<file path="config.mk">
export PLATFORM = sky130hd
export DESIGN_NAME = mem_access_stage_flat
export DESIGN_NICKNAME = d
export VERILOG_FILES = /design/src/rtl/mem_pkg.sv /design/src/rtl/mem_access_stage_if.sv /design/src/rtl/mem_load_align.sv /design/src/rtl/mem_access_stage.sv /design/src/flat_wrapper.sv
export SDC_FILE = /design/constraint.sdc
export NUM_CORES = 1
export LEC_CHECK = 0
export BUFFER_PORTS_ARGS = -buffer_cell sky130_fd_sc_hd__buf_2
export CORE_AREA = 2 2 100 102
export CTS_CLUSTER_DIAMETER = 100
export CTS_CLUSTER_SIZE = 40
export DETAILED_ROUTE_END_ITERATION = 10
export DIE_AREA = 0 0 102 104
export PLACE_DENSITY = 0.78
export SYNTH_ARGS = -nofsm -noshare
export SYNTH_HDL_FRONTEND = slang
export SYNTH_SLANG_ARGS = --single-unit
</file>
<file path="constraint.sdc">
create_clock -name clk -period 2.1 [get_ports clk]
set_input_delay 0.105 -clock clk [delete_from_list [all_inputs] [get_ports clk]]
set_output_delay 0.105 -clock clk [all_outputs]
set_load 0.02 [all_outputs]
</file>
<file path="src/rtl/mem_pkg.sv">
// Shared constants for the MEM-stage data-memory access path.
package mem_pkg;

  localparam logic [2:0] F3_B  = 3'b000;
  localparam logic [2:0] F3_H  = 3'b001;
  localparam logic [2:0] F3_W  = 3'b010;
  localparam logic [2:0] F3_BU = 3'b100;
  localparam logic [2:0] F3_HU = 3'b101;

  typedef enum logic [1:0] {
    ST_IDLE = 2'd0,
    ST_REQ  = 2'd1,
    ST_WAIT = 2'd2,
    ST_DONE = 2'd3
  } mem_state_t;

  localparam int DEFAULT_TIMEOUT_CYCLES = 255;

endpackage

</file>
<file path="src/rtl/mem_access_stage_if.sv">
// Data-memory bus: req/gnt request phase, rvalid/rdata response phase.
interface mem_access_stage_if;
  logic        dmem_req;
  logic        dmem_we;
  logic [31:0] dmem_addr;
  logic [3:0]  dmem_be;
  logic [31:0] dmem_wdata;
  logic        dmem_gnt;
  logic        dmem_rvalid;
  logic [31:0] dmem_rdata;

  modport master (
    output dmem_req, dmem_we, dmem_addr, dmem_be, dmem_wdata,
    input  dmem_gnt, dmem_rvalid, dmem_rdata
  );

  modport slave (
    input  dmem_req, dmem_we, dmem_addr, dmem_be, dmem_wdata,
    output dmem_gnt, dmem_rvalid, dmem_rdata
  );
endinterface

</file>
<file path="src/rtl/mem_load_align.sv">
// Selects the addressed byte/half of a read word and extends it per funct3.
module mem_load_align
  import mem_pkg::*;
(
  input  logic [31:0] rdata,
  input  logic [1:0]  addr_lo,
  input  logic [2:0]  funct3,
  output logic [31:0] load_data
);

  logic [7:0]  byte_sel;
  logic [15:0] half_sel;

  // Lane select followed by sign/zero extension; LW and anything else pass the word.
  always_comb begin
    case (addr_lo)
      2'd0:    byte_sel = rdata[7:0];
      2'd1:    byte_sel = rdata[15:8];
      2'd2:    byte_sel = rdata[23:16];
      default: byte_sel = rdata[31:24];
    endcase
    half_sel = addr_lo[1] ? rdata[31:16] : rdata[15:0];
    case (funct3)
      F3_B:    load_data = {{24{byte_sel[7]}}, byte_sel};
      F3_BU:   load_data = {24'b0, byte_sel};
      F3_H:    load_data = {{16{half_sel[15]}}, half_sel};
      F3_HU:   load_data = {16'b0, half_sel};
      default: load_data = rdata;
    endcase
  end

endmodule

</file>
<file path="src/rtl/mem_access_stage.sv">
// MEM-stage core: drives the data bus, aligns load data, stalls while an
// access is outstanding and gates the writeback enable.
//
// state | meaning
// IDLE  | no access pending; a legal op raises req combinationally
// REQ   | req held with stable attributes until gnt
// WAIT  | load granted, waiting for rvalid or timeout
// DONE  | result/bus_err presented, pipeline advances on this edge
module mem_access_stage
  import mem_pkg::*;
#(
  parameter int TIMEOUT_CYCLES = DEFAULT_TIMEOUT_CYCLES,
  parameter int TO_W           = 8
) (
  input  logic        clk,
  input  logic        rst_n,
  input  logic        valid_MEM_in,
  input  logic [31:0] alu_MEM_in,
  input  logic [31:0] rs2_MEM_in,
  input  logic [2:0]  funct3_MEM_in,
  input  logic        MemRead_MEM_in,
  input  logic        MemWrite_MEM_in,
  input  logic        RegWrite_MEM_in,
  input  logic        MemtoReg_MEM_in,
  input  logic [4:0]  rd_MEM_in,
  mem_access_stage_if.master dmem,
  output logic [31:0] mem_data_MEM_out,
  output logic [31:0] alu_MEM_out,
  output logic        RegWrite_MEM_out,
  output logic        MemtoReg_MEM_out,
  output logic [4:0]  rd_MEM_out,
  output logic        stall_MEM_out,
  output logic        misalign_MEM_out,
  output logic        bus_err_MEM_out
);

  localparam logic [TO_W-1:0] TO_LIMIT = TO_W'(TIMEOUT_CYCLES);

  mem_state_t      state;
  logic [TO_W-1:0] to_cnt;
  logic [31:0]     ld_buf;
  logic            err_flag;
  logic [31:0]     ld_data;

  logic        mem_op, is_store, is_load, legal, start, stall_c;
  logic [3:0]  st_be;
  logic [31:0] st_wdata;

  mem_load_align u_align (
    .rdata     (dmem.dmem_rdata),
    .addr_lo   (alu_MEM_in[1:0]),
    .funct3    (funct3_MEM_in),
    .load_data (ld_data)
  );

  // Access classification and size/alignment legality.
  always_comb begin
    mem_op   = valid_MEM_in & (MemRead_MEM_in | MemWrite_MEM_in);
    is_store = MemWrite_MEM_in;
    is_load  = MemRead_MEM_in & ~MemWrite_MEM_in;
    case (funct3_MEM_in)
      F3_B, F3_BU: legal = 1'b1;
      F3_H, F3_HU: legal = ~alu_MEM_in[0];
      F3_W:        legal = (alu_MEM_in[1:0] == 2'b00);
      default:     legal = 1'b0;
    endcase
    start = mem_op & legal;
  end

  // Store lane replication and byte enables.
  always_comb begin
    case (funct3_MEM_in)
      F3_B, F3_BU: begin
        st_wdata = {4{rs2_MEM_in[7:0]}};
        st_be    = 4'b0001 << alu_MEM_in[1:0];
      end
      F3_H, F3_HU: begin
        st_wdata = {2{rs2_MEM_in[15:0]}};
        st_be    = alu_MEM_in[1] ? 4'b1100 : 4'b0011;
      end
      default: begin
        st_wdata = rs2_MEM_in;
        st_be    = 4'b1111;
      end
    endcase
  end

  // Bus drive and pipeline-facing outputs; reset forces req/stall/RegWrite low.
  always_comb begin
    case (state)
      ST_IDLE: stall_c = start & ~(is_store & dmem.dmem_gnt);
      ST_REQ:  stall_c = 1'b1;
      ST_WAIT: stall_c = 1'b1;
      default: stall_c = 1'b0;
    endcase
    dmem.dmem_req    = rst_n & (((state == ST_IDLE) & start) | (state == ST_REQ));
    dmem.dmem_we     = is_store;
    dmem.dmem_addr   = {alu_MEM_in[31:2], 2'b00};
    dmem.dmem_be     = is_store ? st_be : 4'b1111;
    dmem.dmem_wdata  = st_wdata;
    stall_MEM_out    = rst_n & stall_c;
    misalign_MEM_out = (state == ST_IDLE) & mem_op & ~legal;
    bus_err_MEM_out  = (state == ST_DONE) & err_flag;
    mem_data_MEM_out = ((state == ST_DONE) & is_load) ? ld_buf : 32'b0;
    RegWrite_MEM_out = rst_n & RegWrite_MEM_in & ~stall_c & ~misalign_MEM_out & ~bus_err_MEM_out;
    alu_MEM_out      = alu_MEM_in;
    MemtoReg_MEM_out = MemtoReg_MEM_in;
    rd_MEM_out       = rd_MEM_in;
  end

  // Access sequencing, load capture and read timeout.
  always_ff @(posedge clk or negedge rst_n) begin
    if (!rst_n) begin
      state    <= ST_IDLE;
      to_cnt   <= '0;
      ld_buf   <= 32'b0;
      err_flag <= 1'b0;
    end else begin
      case (state)
        ST_IDLE: begin
          if (start) begin
            if (dmem.dmem_gnt) state <= is_store ? ST_IDLE : ST_WAIT;
            else               state <= ST_REQ;
          end
        end
        ST_REQ: begin
          if (dmem.dmem_gnt) state <= is_store ? ST_DONE : ST_WAIT;
        end
        ST_WAIT: begin
          // rvalid is checked first so a response on the timeout cycle still wins
          if (dmem.dmem_rvalid) begin
            ld_buf <= ld_data;
            to_cnt <= '0;
            state  <= ST_DONE;
          end else if (to_cnt == TO_LIMIT) begin
            ld_buf   <= 32'b0;
            err_flag <= 1'b1;
            to_cnt   <= '0;
            state    <= ST_DONE;
          end else begin
            to_cnt <= to_cnt + 1'b1;
          end
        end
        default: begin
          err_flag <= 1'b0;
          state    <= ST_IDLE;
        end
      endcase
    end
  end

endmodule

</file>
<file path="src/flat_wrapper.sv">
// flat-port wrapper written by rule: the top's interface ports become plain ports
module mem_access_stage_flat import mem_pkg::*;
#(
  parameter int TIMEOUT_CYCLES = DEFAULT_TIMEOUT_CYCLES,
  parameter int TO_W           = 8
)
  (clk, rst_n, valid_MEM_in, alu_MEM_in, rs2_MEM_in, funct3_MEM_in, MemRead_MEM_in, MemWrite_MEM_in, RegWrite_MEM_in, MemtoReg_MEM_in, rd_MEM_in, mem_data_MEM_out, alu_MEM_out, RegWrite_MEM_out, MemtoReg_MEM_out, rd_MEM_out, stall_MEM_out, misalign_MEM_out, bus_err_MEM_out, dmem_dmem_req, dmem_dmem_we, dmem_dmem_addr, dmem_dmem_be, dmem_dmem_wdata, dmem_dmem_gnt, dmem_dmem_rvalid, dmem_dmem_rdata);
  mem_access_stage_if dmem_i ();
  input  logic clk;
  input  logic rst_n;
  input  logic valid_MEM_in;
  input  logic [31:0] alu_MEM_in;
  input  logic [31:0] rs2_MEM_in;
  input  logic [2:0] funct3_MEM_in;
  input  logic MemRead_MEM_in;
  input  logic MemWrite_MEM_in;
  input  logic RegWrite_MEM_in;
  input  logic MemtoReg_MEM_in;
  input  logic [4:0] rd_MEM_in;
  output logic [31:0] mem_data_MEM_out;
  output logic [31:0] alu_MEM_out;
  output logic RegWrite_MEM_out;
  output logic MemtoReg_MEM_out;
  output logic [4:0] rd_MEM_out;
  output logic stall_MEM_out;
  output logic misalign_MEM_out;
  output logic bus_err_MEM_out;
  output wire logic [$bits(dmem_i.dmem_req)-1:0] dmem_dmem_req;
  output wire logic [$bits(dmem_i.dmem_we)-1:0] dmem_dmem_we;
  output wire logic [$bits(dmem_i.dmem_addr)-1:0] dmem_dmem_addr;
  output wire logic [$bits(dmem_i.dmem_be)-1:0] dmem_dmem_be;
  output wire logic [$bits(dmem_i.dmem_wdata)-1:0] dmem_dmem_wdata;
  input wire logic [$bits(dmem_i.dmem_gnt)-1:0] dmem_dmem_gnt;
  input wire logic [$bits(dmem_i.dmem_rvalid)-1:0] dmem_dmem_rvalid;
  input wire logic [$bits(dmem_i.dmem_rdata)-1:0] dmem_dmem_rdata;
  assign dmem_dmem_req = dmem_i.dmem_req;
  assign dmem_dmem_we = dmem_i.dmem_we;
  assign dmem_dmem_addr = dmem_i.dmem_addr;
  assign dmem_dmem_be = dmem_i.dmem_be;
  assign dmem_dmem_wdata = dmem_i.dmem_wdata;
  assign dmem_i.dmem_gnt = dmem_dmem_gnt;
  assign dmem_i.dmem_rvalid = dmem_dmem_rvalid;
  assign dmem_i.dmem_rdata = dmem_dmem_rdata;
  mem_access_stage #(.TIMEOUT_CYCLES(TIMEOUT_CYCLES), .TO_W(TO_W)) u_core (.clk(clk), .rst_n(rst_n), .valid_MEM_in(valid_MEM_in), .alu_MEM_in(alu_MEM_in), .rs2_MEM_in(rs2_MEM_in), .funct3_MEM_in(funct3_MEM_in), .MemRead_MEM_in(MemRead_MEM_in), .MemWrite_MEM_in(MemWrite_MEM_in), .RegWrite_MEM_in(RegWrite_MEM_in), .MemtoReg_MEM_in(MemtoReg_MEM_in), .rd_MEM_in(rd_MEM_in), .dmem(dmem_i), .mem_data_MEM_out(mem_data_MEM_out), .alu_MEM_out(alu_MEM_out), .RegWrite_MEM_out(RegWrite_MEM_out), .MemtoReg_MEM_out(MemtoReg_MEM_out), .rd_MEM_out(rd_MEM_out), .stall_MEM_out(stall_MEM_out), .misalign_MEM_out(misalign_MEM_out), .bus_err_MEM_out(bus_err_MEM_out));
endmodule
</file>
**Word-level counts from Yosys, hierarchy flattened**

Cells that the tools add are included.

- $add $sub $neg: 1
- Equal/unequal tests: 15
- Shifts and indexed selects: 1
- Multiplexer cells: 25
- Bitwise gates (word level): 26
- Reductions and logical operators: 11

Operators by type and width:

| kind | number |
|---|---|
| 32-bit one-hot mux with 4 select lines | 1 |
| 32-bit 2-to-1 mux | 3 |
| 32-bit one-hot mux with 2 select lines | 1 |
| 8-bit one-hot mux with 3 select lines | 1 |
| 1-bit bitwise AND | 16 |
| 16-bit 2-to-1 mux | 1 |
| 8-bit 2-to-1 mux | 2 |
| 2-bit 2-to-1 mux | 6 |
| 8-bit by 1-bit adder with 8-bit output, second input constant | 1 |
| 8-bit == test, second input constant | 1 |
| 4-bit 2-to-1 mux | 2 |
| 1-bit NOT | 8 |
| 4-bit one-hot mux with 2 select lines | 1 |
| 2-bit OR reduction | 4 |
| 2-bit == test, second input constant | 3 |
| 3-bit == test, second input constant | 2 |
| 2-bit one-hot mux with 3 select lines | 1 |
| 3-bit AND reduction | 2 |
| 2-bit by 1-bit == test with 1-bit output, second input constant | 2 |
| 2-bit zero test | 2 |
| 2-bit by 1-bit inequality test with 1-bit output, second input constant | 2 |
| 2-bit inequality test, second input constant | 2 |
| 1-bit one-hot mux with 2 select lines | 2 |
| 1-bit by 2-bit left shift with 4-bit output, first input constant | 1 |
| 9 further kinds | 12 |

- Bits in registers: 43
- Bits of input ports: 113
- Output and inout port bits: 144
- Word-level logic and storage cells: 83

**Logic depth before layout (Yosys ltp)**

- Word-level depth: 10
- Mapped depth: 8
- Mapped depth without buffers: 6

**Hierarchy**

Synthesis repeated with hierarchy kept, for this count alone.

- Cells, all modules: 459
- Area, all modules: 4,057.6 um^2

Modules (own cells, without submodules):

| module | instances | cells each | area each (um^2) | sequential area each (um^2) |
|---|---|---|---|---|
| mem_access_stage | 1 | 326 | 3,088.0 | 1,076.0 |
| mem_load_align | 1 | 133 | 969.7 | 0.0 |

**Worst setup path before layout**

Ideal clock, no wire load.

- Path type: register to output
- From: register u_core.state[0]
- To: output RegWrite_MEM_out
- Data arrival time: 1.959 ns
- Data required time: 1.995 ns
- Slack: 0.036 ns
- Cell stages (with the launch flop): 4
- Buffers on the path: 0
- Path through: dfrtp_1 > ha_1 > and2_1 > a2111oi_0

- Elaborated cells on any way between the ends: 15
- Classes of those cells: 3 x eq/ne; 1 x mux; 9 x bitwise; 2 x reduce/logical

RTL lines:

| element | line | RTL |
|---|---|---|
| start: declaration | mem_access_stage.sv:39 | `mem_state_t state;` |
| start signal: assignment | mem_access_stage.sv:122 | `if (dmem.dmem_gnt) state <= is_store ? ST_IDLE : ST_WAIT;` |
| start signal: assignment | mem_access_stage.sv:127 | `if (dmem.dmem_gnt) state <= is_store ? ST_DONE : ST_WAIT;` |
| 2-bit == test | mem_access_stage.sv:103 | `bus_err_MEM_out = (state == ST_DONE) & err_flag;` |
| 1-bit bitwise AND | mem_access_stage.sv:103 |  |
| net bus_err_MEM_out | flat_wrapper.sv:27 | `output logic bus_err_MEM_out;` |
| 1-bit NOT | mem_access_stage.sv:105 | `RegWrite_MEM_out = rst_n & RegWrite_MEM_in & ~stall_c & ~misalign_MEM_out & ~bus_err_MEM_out;` |
| 1-bit bitwise AND | mem_access_stage.sv:105 |  |
| end: declaration | flat_wrapper.sv:22 | `output logic RegWrite_MEM_out;` |

The timed path passes the listed nets, and every way through them passes these cells.

**Worst setup path in the final report**

- From: register u_core.state[1]
- To: output stall_MEM_out

- Cells in the longest elaborated chain, start to end: 4
- Elaborated cells on any way between the ends: 6
- Classes of those cells: 2 x eq/ne; 1 x mux; 1 x bitwise; 2 x reduce/logical

RTL lines:

| element | line | RTL |
|---|---|---|
| 2-bit == test / 2-bit by 1-bit == test with 1-bit output (equally long branches) | mem_access_stage.sv:90 | `case (state)` |
| 2-bit OR reduction (no source line) | n/a |  |
| 1-bit one-hot mux with 2 select lines (*) | mem_access_stage.sv:90 |  |
| 1-bit bitwise AND (*) | mem_access_stage.sv:101 | `stall_MEM_out = rst_n & stall_c;` |
| end: declaration | flat_wrapper.sv:25 | `output logic stall_MEM_out;` |

Every way passes the cells marked *; elsewhere a longest branch is shown, timed or not.

==> results.py <==
metrics = {
    "logic_synthesis": {
        "ys_types": 50,
        "ys_top_cells_by_count": "buf_4 (80), dfrtp_1 (43), and2_1 (35)",
        "syn_avg_cell_area_um2": 8.82,
        "yosys.area.top_type": "dfrtp_1",
        "seq_area_frac_synth_pct": 29.4,
        "yosysMostFrequentCell": "buf_4",
        "synth_edf_count": 0,
        "yosys_register_bits": 43,
        "syn_area_um2": 3660,
        "ys_top_cells_by_area": "dfrtp_1 (29%), buf_4 (16%), and2_1 (6.0%)",
        "async_flop_share_pct": 100,
        "yosysWarnings": 0,
        "synthCells": 415,
        "synth_top_area_share_pct": 29.4,
        "synth-main-ff-cell": "dfrtp_1",
    },
    "sta": {
        "fin_worst_skew_ns": 0.00877,
        "setup_tns_ns": 0,
        "slew_violations": 0,
        "rsz0062_at_grt": "no",
        "period_needed_ns": 1.96,
        "setup_ws_ns": 0.139,
        "fin_crit_sh_pct": 93.4,
        "setup_viol": 0,
        "slew_headroom_pct": 61.0,
        "whs_ns": 0.0604,
        "clock.fmax_mhz": 510,
        "hold_viol": 0,
        "tightest_slew_ns": 0.584,
    },
    "hold_path": {
        "whs_path_depth": 2,
        "hp-class": "in2reg",
    },
    "worst_setup_path": {
        "cpPeakStageDelay_ns": 0.45,
        "required_ns": 2.00,
        "crit_arrival_ns": 1.86,
        "crit_fanout": 7,
        "r2r_cells": 6,
        "cp-end-kind": "output pin",
        "crit_path_top_delay_cell": "dfrtp_1",
        "start_kind": "flip-flop",
        "path_class": "reg2out",
        "worstPathCellList": "inv_1 -> ha_1 -> and2_1 -> a31oi_1 -> nor3b_1 -> buf_2",
    },
    "power": {
        "vdd_drop_max_mv": 0.300,
        "p_leak_nw": 2.08,
        "p_total_mw": 3.50,
        "p_per_area_nw_per_um2": 858,
    },
    "clocking": {
        "cts_root_buf": "clkbuf_8",
        "clk_pin_slew_ns": 0.09,
        "cts_buffer_depth": 2,
        "cts.sinks": 43,
        "cts_tree": "done",
        "numCtsBuffers": 5,
        "cts_max_level": 2,
        "insertion_delay_ns": 0.29,
    },
    "place": {
        "preCtsSetupSlack_ns": 0.0676,
        "dp_hpwl_um": 8720,
        "dpl_cell_area_um2": 3960,
        "dp_cells": 606,
        "gp_congestion": 0.885,
        "port_buffers": 152,
    },
    "global_routing": {
        "antenna_found_initial": 1,
        "grt_pass1_wl_um": 17200,
        "grt_use_total_pct": 20.2,
        "grt_pass1_vias": 3269,
        "grt_overflow": 0,
        "grt_max_degree": 43,
    },
    "floorplan": {
        "die_h_um": 104,
        "std_cell_rows": 36,
        "die_area_um2": 10600,
        "initial_utilization_pct": 38.3,
        "io_pins": 257,
        "dieWidth_um": 102,
        "core_um2": 9550,
    },
    "route": {
        "drtIter0Drc": 271,
        "antenna_left": 0,
        "drc": 0,
        "firstDrtPassIters": 6,
        "wirelength_um": 11000,
        "viasPerCell": 5.47,
        "vias": 3373,
        "avgRoutedWirePerCell_um": 17.8,
    },
    "layout": {
        "stdcell_count": 617,
        "final_area_um2": 4080,
        "syn2layout_area_growth_pct": 11.5,
        "fin_util_pct": 42.7,
        "layout-drive-gt1-share_pct": 40.4,
        "final_nets": 601,
    },
    "outcome": {
        "status": "finished, final reports clean",
    },
    "flow_run": {
        "drv_cap": 0,
    },
}
==> routing by layer <==
metal  vias up  track usage, %  part of all wire, %
met3        46            3.90                  8.8
li1       1537               -                    -
met5         -               0                    0
met4         0            7.71                  3.0
met2       214            34.6                   50
met1      1576            24.7                   39
==> cell type report <==
| cell class | count | area [um^2] |
|---|---|---|
| Clock inverter | 3 | 20.0 |
| Clock buffer | 5 | 68.8 |
| Tap cell | 133 | 166 |
| Multi-Input combinational cell | 257 | 1840 |
| Timing Repair Buffer | 165 | 873 |
| Fill cell | 965 | 5470 |
| Inverter | 10 | 37.5 |
| Antenna cell | 1 | 2.50 |
| Sequential cell | 43 | 1080 |
==> flip-flops by register name (all words and copies together) (netlist names) <==
| register | count |
|---|---|
| u_core.ld_buf | 32 |
| u_core.err_flag | 1 |
| u_core.state | 2 |
| u_core.to_cnt | 8 |
==> cell families after synthesis <==
kind of cell,count (synthesis),synth area share [%]
buf+inv,116,20.9
other cells,1,0.103
flops,43,29.4
xor+xnor,5,1.20
compound gates,99,19.8
simple gates,109,15.7
fa+ha+maj,6,2.05
mux,36,10.8
==> timing repair <==
item	in CTS	in global routing
setup endpoints to repair	23	18
pin swaps	0	1
endpoints found under the hold margin	36	0
hold buffers	1	0
setup buffers	0	1
gates resized for setup	1	2
==> worst paths after layout <==
kind | startpoint | slack, ns | end
setup / recovery | u_core.state[1] | 0.14 | stall_MEM_out
hold / removal | dmem_dmem_rvalid | 0.06 | u_core.to_cnt[1]
setup reg to reg | u_core.state[0] | 0.17 | u_core.ld_buf[30]
hold reg to reg | u_core.ld_buf[10] | 0.50 | u_core.ld_buf[10]
max in group asynchronous | rst_n | 1.16 | u_core.ld_buf[22]
min in group asynchronous | rst_n | 0.21 | u_core.state[0]
==> where the power goes <==
part | internal (mW) | switching, mW | leakage, nW
sequential | 1.16 | 0.242 | 0.548
combinational | 0.732 | 0.843 | 1.49
clock | 0.232 | 0.292 | 0.0402
==> placed cells by master, fill, tap and decap left out, types with 2 or more instances in the layout <==
master	instances
a221o_1	18
o21a_1	2
conb_1	2
mux2i_1	17
dfrtp_1	43
a22o_1	7
inv_1	10
a21oi_1	16
o21ai_0	20
nor2_1	13
nand2_1	34
nand4_1	5
nor4_1	2
o22ai_1	9
nor4b_1	2
a2111oi_0	2
clkbuf_8	5
and2_1	35
o31ai_1	2
a31oi_1	2
nor2b_1	5
mux2_2	16
buf_2	152
clkinvlp_4	2
a211o_1	6
ha_1	6
mux2_1	2
a32oi_1	6
xnor2_1	2
nand3_1	3
xor2_1	3
buf_4	11
==> critical path, delay by kind of cell, from the launching register on <==
family          cells  cell delay (ns)
compound gates      1             0.10
flops               1             0.45
buf+inv             2             0.32
simple gates        2             0.40
fa+ha+maj           1             0.30
No activity file was read; power rests on OpenSTA's default activity.
